## config.mk

```make
export PLATFORM = sky130hd
export DESIGN_NAME = seg_scan_driver_flat
export DESIGN_NICKNAME = d
export VERILOG_FILES = /design/src/rtl/seg_scan_pkg.sv /design/src/rtl/seg_scan_driver_if.sv /design/src/rtl/scan_slot_timer.sv /design/src/rtl/seg_scan_driver.sv /design/src/flat_wrapper.sv
export SDC_FILE = /design/constraint.sdc
export NUM_CORES = 1
export LEC_CHECK = 0
export CAP_MARGIN = 30
export CORE_MARGIN = 10
export CORE_UTILIZATION = 35
export CTS_CLUSTER_DIAMETER = 150
export CTS_CLUSTER_SIZE = 14
export DETAILED_ROUTE_END_ITERATION = 10
export PLACE_DENSITY = 0.54
export SLEW_MARGIN = 20
export SYNTH_ARGS = -nofsm -noshare
export SYNTH_HDL_FRONTEND = slang
export SYNTH_SLANG_ARGS = --single-unit
```

## constraint.sdc

```tcl
create_clock -name clk_in -period 4.3 [get_ports clk_in]
set_clock_uncertainty 0.2 [all_clocks]
set_input_delay 0.86 -clock clk_in [delete_from_list [all_inputs] [get_ports clk_in]]
set_output_delay 0.86 -clock clk_in [all_outputs]
set_load 0.03 [all_outputs]
```

## src/rtl/seg_scan_pkg.sv

```systemverilog
// Shared constants and state encoding for the seven-segment scan path.
package seg_scan_pkg;

  typedef enum logic {
    ST_BLANK = 1'b0,
    ST_DRIVE = 1'b1
  } scan_state_e;

  localparam logic [7:0] SEG_OFF = 8'h00;

  localparam int DEF_N_DIGITS  = 6;
  localparam int DEF_SCAN_DIV  = 1000;
  localparam int DEF_BLANK_CYC = 8;

endpackage

```

## src/rtl/seg_scan_driver_if.sv

```systemverilog
// Control, frame data and display bus between the counter chain and the scanner.
interface seg_scan_driver_if
  import seg_scan_pkg::*;
#(
  parameter int N_DIGITS = DEF_N_DIGITS
);
  logic                    en;
  logic                    load;
  logic [8*N_DIGITS-1:0]   seg_data_in;
  logic [7:0]              seg_out;
  logic [N_DIGITS-1:0]     com_out;
  logic                    frame_done;

  modport master (
    output en, load, seg_data_in,
    input  seg_out, com_out, frame_done
  );

  modport slave (
    input  en, load, seg_data_in,
    output seg_out, com_out, frame_done
  );
endinterface

```

## src/rtl/scan_slot_timer.sv

```systemverilog
// Per-digit slot counter: flags the last blank cycle, the cycle before slot end,
// and the slot end itself.
module scan_slot_timer
  import seg_scan_pkg::*;
#(
  parameter int SCAN_DIV  = DEF_SCAN_DIV,
  parameter int BLANK_CYC = DEF_BLANK_CYC
) (
  input  logic clk_in,
  input  logic rst,
  input  logic i_restart,
  output logic o_blank_end,
  output logic o_pre_end,
  output logic o_slot_end
);
  localparam int CNT_W = $clog2(SCAN_DIV);

  logic [CNT_W-1:0] r_cnt;

  assign o_blank_end = (r_cnt == CNT_W'(BLANK_CYC - 1));
  assign o_pre_end   = (r_cnt == CNT_W'(SCAN_DIV - 2));
  assign o_slot_end  = (r_cnt == CNT_W'(SCAN_DIV - 1));

  always_ff @(posedge clk_in or posedge rst) begin
    if (rst)                         r_cnt <= '0;
    else if (i_restart || o_slot_end) r_cnt <= '0;
    else                             r_cnt <= r_cnt + 1'b1;
  end

endmodule

```

## src/rtl/seg_scan_driver.sv

```systemverilog
// Time-multiplexed seven-segment scanner with double-buffered frame data and
// a blanking gap at the start of every digit slot.
module seg_scan_driver
  import seg_scan_pkg::*;
#(
  parameter int N_DIGITS  = DEF_N_DIGITS,
  parameter int SCAN_DIV  = DEF_SCAN_DIV,
  parameter int BLANK_CYC = DEF_BLANK_CYC
) (
  input logic              clk_in,
  input logic              rst,
  seg_scan_driver_if.slave bus
);
  localparam int DIG_W = $clog2(N_DIGITS);
  localparam logic [DIG_W-1:0] LAST_DIG = DIG_W'(N_DIGITS - 1);

  scan_state_e                 r_state, w_state_nxt;
  logic [DIG_W-1:0]            r_digit, w_digit_nxt;
  logic                        r_run;
  logic [N_DIGITS-1:0][7:0]    r_pend, r_active, w_data;
  logic [7:0]                  r_seg;
  logic [N_DIGITS-1:0]         r_com, w_com_nxt;
  logic                        r_fd, w_fd_nxt;
  logic                        w_boundary, w_restart;
  logic                        w_blank_end, w_pre_end, w_slot_end;

  assign w_data    = bus.seg_data_in;
  // r_run low means the next enabled edge is a fresh start of digit 0
  assign w_restart = !bus.en || !r_run;

  scan_slot_timer #(
    .SCAN_DIV  (SCAN_DIV),
    .BLANK_CYC (BLANK_CYC)
  ) u_timer (
    .clk_in      (clk_in),
    .rst         (rst),
    .i_restart   (w_restart),
    .o_blank_end (w_blank_end),
    .o_pre_end   (w_pre_end),
    .o_slot_end  (w_slot_end)
  );

  always_comb begin
    w_state_nxt = r_state;
    w_digit_nxt = r_digit;
    w_boundary  = 1'b0;
    if (!bus.en) begin
      w_state_nxt = ST_BLANK;
      w_digit_nxt = '0;
    end else if (!r_run) begin
      w_state_nxt = ST_BLANK;
      w_digit_nxt = '0;
      w_boundary  = 1'b1;
    end else begin
      case (r_state)
        ST_BLANK: if (w_blank_end) w_state_nxt = ST_DRIVE;
        ST_DRIVE: if (w_slot_end) begin
          w_state_nxt = ST_BLANK;
          if (r_digit == LAST_DIG) begin
            w_digit_nxt = '0;
            w_boundary  = 1'b1;
          end else begin
            w_digit_nxt = r_digit + 1'b1;
          end
        end
        default: w_state_nxt = ST_BLANK;
      endcase
    end
  end

  // Outputs are registered from next-state so they switch on the same edge as the FSM
  assign w_com_nxt = (w_state_nxt == ST_DRIVE) ? (N_DIGITS'(1) << w_digit_nxt) : '0;
  assign w_fd_nxt  = bus.en && r_run && w_pre_end && (r_digit == LAST_DIG);

  always_ff @(posedge clk_in or posedge rst) begin
    if (rst) begin
      r_state  <= ST_BLANK;
      r_digit  <= '0;
      r_run    <= 1'b0;
      r_pend   <= '0;
      r_active <= '0;
      r_seg    <= SEG_OFF;
      r_com    <= '0;
      r_fd     <= 1'b0;
    end else begin
      r_state <= w_state_nxt;
      r_digit <= w_digit_nxt;
      r_run   <= bus.en;
      if (bus.load)  r_pend   <= w_data;
      if (w_boundary) r_active <= bus.load ? w_data : r_pend;
      r_com   <= w_com_nxt;
      r_seg   <= (w_state_nxt == ST_DRIVE) ? r_active[w_digit_nxt] : SEG_OFF;
      r_fd    <= w_fd_nxt;
    end
  end

  assign bus.seg_out    = r_seg;
  assign bus.com_out    = r_com;
  assign bus.frame_done = r_fd;

endmodule

```

## src/flat_wrapper.sv

```systemverilog
// flat-port wrapper written by rule: the top's interface ports become plain ports
module seg_scan_driver_flat import seg_scan_pkg::*;
#(
  parameter int N_DIGITS  = DEF_N_DIGITS,
  parameter int SCAN_DIV  = DEF_SCAN_DIV,
  parameter int BLANK_CYC = DEF_BLANK_CYC
)
  (clk_in, rst, bus_en, bus_load, bus_seg_data_in, bus_seg_out, bus_com_out, bus_frame_done);
  seg_scan_driver_if #(.N_DIGITS(N_DIGITS)) bus_i ();
  input logic clk_in;
  input logic rst;
  input wire logic [$bits(bus_i.en)-1:0] bus_en;
  input wire logic [$bits(bus_i.load)-1:0] bus_load;
  input wire logic [$bits(bus_i.seg_data_in)-1:0] bus_seg_data_in;
  output wire logic [$bits(bus_i.seg_out)-1:0] bus_seg_out;
  output wire logic [$bits(bus_i.com_out)-1:0] bus_com_out;
  output wire logic [$bits(bus_i.frame_done)-1:0] bus_frame_done;
  assign bus_i.en = bus_en;
  assign bus_i.load = bus_load;
  assign bus_i.seg_data_in = bus_seg_data_in;
  assign bus_seg_out = bus_i.seg_out;
  assign bus_com_out = bus_i.com_out;
  assign bus_frame_done = bus_i.frame_done;
  seg_scan_driver #(.N_DIGITS(N_DIGITS), .SCAN_DIV(SCAN_DIV), .BLANK_CYC(BLANK_CYC)) u_core (.clk_in(clk_in), .rst(rst), .bus(bus_i));
endmodule
```

==> results by group, run 1 <==
Run status
  • Status: completed

Layout
  • Fill count: 1316
  • Relative area change from synthesis to final layout: 29.3%
  • Number of antenna cells inserted: 0
  • Leading cell types in the layout, fill and taps excluded: 126 x sky130_fd_sc_hd__dfrtp_1, 76 x sky130_fd_sc_hd__mux2_2, 65 x sky130_fd_sc_hd__clkdlybuf4s50_1
  • Share of post-route cells with drive strength above 1: between 30% and 40%
  • Multi-input gate area: approximately 2000 um2
  • Non-filler instance count after layout: 631
  • FF/Latch Area: 3150 um2
  • Most common cell after layout, fill and taps aside: sky130_fd_sc_hd__dfrtp_1
  • Core Util, Final: a little under half
  • Layout net count: a little under 500

Timing
  • Final Critical Period: between 2 and 3 ns
  • Final hold slack: around 0.3 ns
  • Measured slew at the worst slew-check pin: 0.911 ns
  • Aggregate negative setup slack: 0 ns
  • Setup repair after global routing missed its margin: no
  • FMAX: about 350 MHz
  • Remaining max-slew budget at the tightest pin: around 40%
  • Tcrit/Tclk final: about two thirds
  • Setup violations, final: 0
  • Max-slew violation count: 0
  • Final hold vios: 0

CTS
  • Clock Tree Buf Depth: 2
  • Post-cts gate resize count: 0
  • Max H-tree Level: 4
  • Number of clock sinks: between 100 and 150
  • Root Buffer Master: sky130_fd_sc_hd__clkbuf_16
  • Number of buffers added to fix hold violations after cts: 0
  • Inserted Clock Buffers: 17
  • Skew-Pair Late Insertion Delay: 0.42 ns
  • CTS tree: built
  • Post-CTS clock slew at the launch and capture registers of the worst setup and hold paths: 0.05 ns
  • Number of post-CTS setup repair buffers: 0

Synthesis
  • Sequential area share after synthesis: between 60% and 70%
  • Prevailing post-synth register cell: sky130_fd_sc_hd__dfrtp_1
  • Count of cell types in the netlist: between 40 and 50
  • Cell area after synthesis: around 5200 um2
  • Post-Syn Nets: between 400 and 500
  • Number of synthesized flops with an enable pin: 0
  • Number of flip-flops and latches in the synthesized netlist: between 100 and 150
  • Count of warnings emitted by yosys: 0
  • Mapped Avg Cell Area: 14.5 um2
  • Gate count after technology mapping: 360
  • Async S/R FF share, synth: 100%

Die
  • Placeable Area: roughly 15000 um2
  • I/O pin count: 67
  • Die Height: 142 um
  • Starting Density: ~36%
  • Overall die area: between 20000 and 25000 um2
  • Site Rows: between 40 and 50
  • Die W: roughly 140 um

Power and ir drop
  • Pwr per Cell Area: ~480 nW/um2
  • Worst IR drop on VDD: between 200 and 300 uV
  • Power Total: 3.26 mW
  • Static leakage: around 2.9 nW

Drt
  • Average via count per standard cell: just over 5
  • Count of unresolved DRC violations after routing: 0
  • Antenna Nets Post-Route: 0
  • Post-DR wirelength/cell: around 18 um
  • Vias: approximately 3200
  • Iter 0 DRT Violations: around 150
  • Number of detailed-routing iterations run before antenna repair: 4
  • Total length of routed wires: about 11 mm

Place
  • Number of port buffers: between 60 and 70
  • Final Wtd Congestion: a little over 0.8
  • Placed Cells incl. Taps: 599
  • Detailed-placement wirelength estimate: 7.86 mm

Worst setup path
  • Number of cells traversed by the worst register-to-register path: 7
  • Type of element launching the critical path: input pin
  • Startpoint-to-endpoint class of the critical path: in -> reg
  • Setup crit end kind: flip-flop
  • Critical path required time: 4.41 ns
  • Maximum fanout encountered on the critical timing path: 12
  • Worst EP arrival: between 2 and 3 ns

Hold path
  • Hold crit path type: reg -> reg
  • Min-Delay Path Depth: 1

Global route
  • Total congestion overflow: 0
  • Maximum number of pins on one net before global-route repair: 94
  • Vias in the first global route: 3441
  • Global-route wire length before repair: 18.4 mm
  • Initial antenna violation count: 0
  • Overall fraction of global-route tracks in use: between 10% and 20%

Run
  • Max-cap viol count: 0
[final timing paths]
path                                    startpoint                       to  slack, ns
min in group asynchronous                      rst  u_core.u_timer.r_cnt[4]       0.74
min reg2reg                      u_core.r_pend[16]        u_core.r_pend[16]       0.29
max                                         bus_en    u_core.bus.seg_out[0]       1.43
max reg2reg                u_core.u_timer.r_cnt[0]      u_core.r_active[46]       1.45
max in group asynchronous                      rst      u_core.r_active[18]       2.27
min                              u_core.r_pend[16]        u_core.r_pend[16]       0.29
[synth_stat cells, types with 3 or more instances]
cell | count | area (um2)
sky130_fd_sc_hd__nor2b_1 | 8 | 50.1
sky130_fd_sc_hd__nor2_1 | 22 | 82.6
sky130_fd_sc_hd__nand2_1 | 8 | 30.0
sky130_fd_sc_hd__nor3_1 | 3 | 15.0
sky130_fd_sc_hd__mux2_2 | 76 | 856
sky130_fd_sc_hd__nor4_1 | 3 | 18.8
sky130_fd_sc_hd__buf_6 | 3 | 33.8
sky130_fd_sc_hd__a22oi_1 | 8 | 60.1
sky130_fd_sc_hd__clkbuf_1 | 6 | 22.5
sky130_fd_sc_hd__a211oi_1 | 8 | 60.1
sky130_fd_sc_hd__xor2_1 | 4 | 35.0
sky130_fd_sc_hd__buf_2 | 5 | 25.0
sky130_fd_sc_hd__mux2_4 | 20 | 300
sky130_fd_sc_hd__dfrtp_1 | 126 | 3150
sky130_fd_sc_hd__inv_1 | 4 | 15.0
sky130_fd_sc_hd__xnor2_1 | 4 | 35.0
sky130_fd_sc_hd__o32ai_1 | 8 | 70.1
sky130_fd_sc_hd__nand3_1 | 4 | 20.0
sky130_fd_sc_hd__o22ai_1 | 8 | 50.1
[per-stage QoR]
step	cell area, um2	setup slack [ns]
after floorplan	5210	1.69
after global placement	6060	1.17
after detailed placement	6080	1.05
after CTS	6730	1.44
after global routing	6730	1.26
final	6730	1.43
[kinds of logic (layout without fill, tap and decap cells)]
family	Yosys count	count (layout)	share of synthesized area [%]
fa+ha+maj	2	2	0.480
simple gates	63	63	6.70
mux	99	99	22.8
compound gates	42	42	6.10
xor+xnor	8	8	1.35
flops	126	126	60.5
buf+inv	20	107	1.99
[final cells by class]
| type | count | area share (%) |
|---|---|---|
| flip-flops and latches | 126 | 46.8 |
| well taps | 184 | 3.42 |
| clock buffers | 20 | 6.93 |
| multi-input cells | 214 | 29.0 |
| clock inverters | 12 | 2.69 |
| inverters | 4 | 0.279 |
| repair buffers | 71 | 10.8 |
[worst max-delay path, stage by stage]
cell and delay (ns):
sky130_fd_sc_hd__clkdlybuf4s50_1 0.55, sky130_fd_sc_hd__nand2_1 0.20, sky130_fd_sc_hd__o41ai_1 0.60, sky130_fd_sc_hd__nand2_1 0.40, sky130_fd_sc_hd__o32ai_1 0.37
[sequential cells by signal, summed over array words and instances, names as in the netlist]
register	cells
u_core.bus.com_out	6
u_core.bus.frame_done	1
u_core.bus.seg_out	8
u_core.r_active	48
u_core.r_digit	3
u_core.r_pend	48
u_core.r_run	1
u_core.r_state	1
u_core.u_timer.r_cnt	10
[report_power, final]
part	total [mW]	switching, mW	internal [mW]
combinational	0.322	0.119	0.203
clock	1.55	0.532	1.02
sequential	1.39	0.0653	1.32
total	3.26	0.716	2.54
[routing by layer]
metal  GRT usage, %  vias to the layer above  part of all wire [%]
met4           3.98                        0                   1.4
met3           4.07                       13                   5.8
li1               -                     1467                     -
met5              0                        -                     0
met1           14.9                     1625                    46
met2           17.5                       94                    47
Note: power is estimated with default switching activity, not from simulation.
==> inputs of run 2 (changes only) <==
==> constraint.sdc (replaced) <==
create_clock -name clk_in -period 2.4 [get_ports clk_in]
set_clock_uncertainty 0.2 [all_clocks]
set_input_delay 0.48 -clock clk_in [delete_from_list [all_inputs] [get_ports clk_in]]
set_output_delay 0.48 -clock clk_in [all_outputs]
set_load 0.03 [all_outputs]
==> run 2 against run 1 <==
Critical path depth is 3 higher. Non-clock buffer count is 23 higher. Worst setup slack got worse by 1.3 ns.
==> results by group, run 2 (synthesized netlist as in run 1, its figures left out) <==
CTS
  • Number of buffers added to fix hold violations after cts: 0 (unchanged)
  • Skew-Pair Late Insertion Delay: 0.40 ns (-0.02 ns)
  • Max H-tree Level: 4 (unchanged)
  • Post-CTS clock slew at the launch and capture registers of the worst setup and hold paths: 0.06 ns (about the same)
  • CTS tree: built
  • Number of clock sinks: 126 (unchanged)
  • Inserted Clock Buffers: 17 (unchanged)
  • Root Buffer Master: sky130_fd_sc_hd__clkbuf_16
  • Clock Tree Buf Depth: 2 (unchanged)

Drt
  • Iter 0 DRT Violations: 199 (+29%)
  • Vias: 3276 (+2.4%)
  • Total length of routed wires: 11.9 mm (+6.0%)
  • Post-DR wirelength/cell: 18.2 um (+2.3%)
  • Number of detailed-routing iterations run before antenna repair: 4 (unchanged)
  • Antenna Nets Post-Route: 0 (unchanged)
  • Count of unresolved DRC violations after routing: 0 (unchanged)
  • Average via count per standard cell: 5.01 (-1.2%)

Global route
  • Maximum number of pins on one net before global-route repair: 49 (-48%)
  • Vias in the first global route: 3447 (+0.17%)
  • Overall fraction of global-route tracks in use: 12.0% (+0.53 points)
  • Routing usage on met1: 15.5% (+0.60 points)
  • Met3 GRT Util: 4.11% (+0.033 points)
  • Met2 usage: 18.6% (+1.1 points)
  • Initial antenna violation count: 0 (unchanged)
  • Global-route wire length before repair: 18.9 mm (+3.0%)
  • Total congestion overflow: 0 (unchanged)
  • Layer with the highest usage: met2

Worst setup path
  • Top delay family on crit path: compound AO/OA/AOI/OAI gates
  • Reg-to-reg endpoint: u_core.bus.seg_out[2]
  • Delay of the slowest critical-path stage: 0.37 ns (-0.23 ns)
  • Setup crit end kind: flip-flop
  • Number of buffer and inverter instances along the worst setup path: 2 (+1)
  • Number of cells traversed by the worst register-to-register path: 8 (+1)
  • Critical Path Start: u_core.u_timer.r_cnt[1]
  • Most prevalent standard cell on the critical path: sky130_fd_sc_hd__buf_4
  • Origin of the critical flop-to-flop path: u_core.u_timer.r_cnt[1]
  • Type of element launching the critical path: flip-flop
  • Maximum fanout encountered on the critical timing path: 8 (-4)
  • Crit-path slowest cell: sky130_fd_sc_hd__o31ai_2
  • Worst EP arrival: 2.35 ns (-0.63 ns)
  • R2R Setup Slk: 0.12 ns (-1.33 ns)
  • Critical path required time: 2.48 ns (-1.93 ns)
  • Startpoint-to-endpoint class of the critical path: reg -> reg
  • Worst-path cell chain: ha_1, nand4b_1, buf_4, o31ai_2, o211ai_1, buf_4, a22oi_1, o32ai_1

Timing
  • Crit path setup slack, layout: 0.124 ns (-1.31 ns)
  • Setup violations, final: 0 (unchanged)
  • Final Critical Period: around 2.3 ns
  • Measured slew at the worst slew-check pin: 0.555 ns (-0.356 ns)
  • Aggregate negative setup slack: 0 ns (unchanged)
  • Remaining max-slew budget at the tightest pin: 62.6% (+24 points)
  • Final hold vios: 0 (unchanged)
  • Max-slew violation count: 0 (unchanged)
  • Final hold slack: 0.269 ns (-0.0232 ns)
  • Tcrit/Tclk final: 94.8%
  • FMAX: around 440 MHz

Die
  • Die W: 142 um (unchanged)
  • I/O pin count: 67 (unchanged)
  • Starting Density: 35.8% (unchanged)
  • Overall die area: 20200 um2 (unchanged)
  • Die Height: 142 um (unchanged)
  • Site Rows: 44 (unchanged)
  • Placeable Area: 14500 um2 (unchanged)

Layout
  • Core Util, Final: 48.0% (+1.7 points)
  • Layout net count: 512 (+4.9%)
  • Fill count: 1301 (-1.1%)
  • Share of post-route cells with drive strength above 1: 35.3% (+4.0 points)
  • Leading cell types in the layout, fill and taps excluded: 125 x sky130_fd_sc_hd__dfrtp_1, 76 x sky130_fd_sc_hd__mux2_2, 65 x sky130_fd_sc_hd__clkdlybuf4s50_1
  • Most common cell after layout, fill and taps aside: sky130_fd_sc_hd__dfrtp_1
  • Number of antenna cells inserted: 0 (unchanged)
  • Registers with the most flip-flops: u_core.r_active (48), u_core.r_pend (48), u_core.u_timer.r_cnt (10)
  • Relative area change from synthesis to final layout: 33.9%

Place
  • Final Wtd Congestion: 0.852 (+2.9%)
  • Detailed-placement wirelength estimate: 8.24 mm (+4.9%)
  • Setup slack after placement: -0.259 ns (-1.31 ns)
  • Number of port buffers: 66 (unchanged)

Power and ir drop
  • Pwr per Cell Area: 817 nW/um2 (+69%)
  • Static leakage: 3.02 nW (+4.9%)
  • Worst IR drop on VDD: 475 uV (+71%)
  • Power Total: 5.70 mW (+75%)

Run
  • Max-cap viol count: 0 (unchanged)

Run status
  • Status: completed

Hold path
  • Hold crit path type: in -> async
[run 2: cell types whose count changed in the layout (fill, tap and decap cells not counted), moves of 2 or more]
cell	before	now
sky130_fd_sc_hd__clkbuf_1	0	2
sky130_fd_sc_hd__buf_4	1	20
sky130_fd_sc_hd__inv_6	2	0
sky130_fd_sc_hd__bufinv_16	4	2
sky130_fd_sc_hd__buf_12	3	8
sky130_fd_sc_hd__clkinvlp_4	5	2
sky130_fd_sc_hd__clkbuf_8	3	8
[run 2: worst max-delay path by stage]
stage,depth (start not counted),slack (ns),endpoint
CTS,6,0.03,u_core.bus.seg_out[7]
detailed placement,7,-0.26,u_core.bus.seg_out[4]
global route,6,-0.006,u_core.bus.seg_out[0]
finish,8,0.12,u_core.bus.seg_out[2]
global placement,7,-0.20,u_core.bus.seg_out[7]
floorplan,7,0.14,u_core.bus.seg_out[1]
[run 2: per-stage QoR]
stage / std cells / cell area, um2
final: 654 / 6980
after global routing: 654 / 6980
after CTS: 650 / 6910
after detailed placement: 619 / 6290
after global placement: 619 / 6290
after floorplan: 360 / 5210
[run 2: area by class of cell]
cell class                      instances  area (um2)  area share (%)
Multi-Input combinational cell        215        1990            28.6
Tap cell                              184         230            3.30
Inverter                                4        18.8           0.269
Clock inverter                          4        72.6            1.04
Sequential cell                       126        3150            45.2
Timing Repair Buffer                   94         966            13.8
Clock buffer                           27         543            7.78
[run 2: repair_timing]
item | in CTS | in global routing
setup endpoints to repair | 8 | 10
pin swaps | 0 | 2
resized for setup | 2 | 7
cloned | 0 | 1
setup buffers | 0 | 3
endpoints found under the hold margin | 0 | 0
[run 2: report_power, final]
group,internal (mW),total (mW),switching (mW),leakage (nW)
Clock,1.74,2.62,0.870,0.302
Sequential,2.37,2.48,0.117,1.54
Combinational,0.379,0.600,0.221,1.17
[run 2: layer usage]
metal  vias up  part of all wire (%)
li1       1522                     -
met1      1668                    47
met2        76                    48
met3        10                   4.5
met4         0                  0.96
met5         -                     0
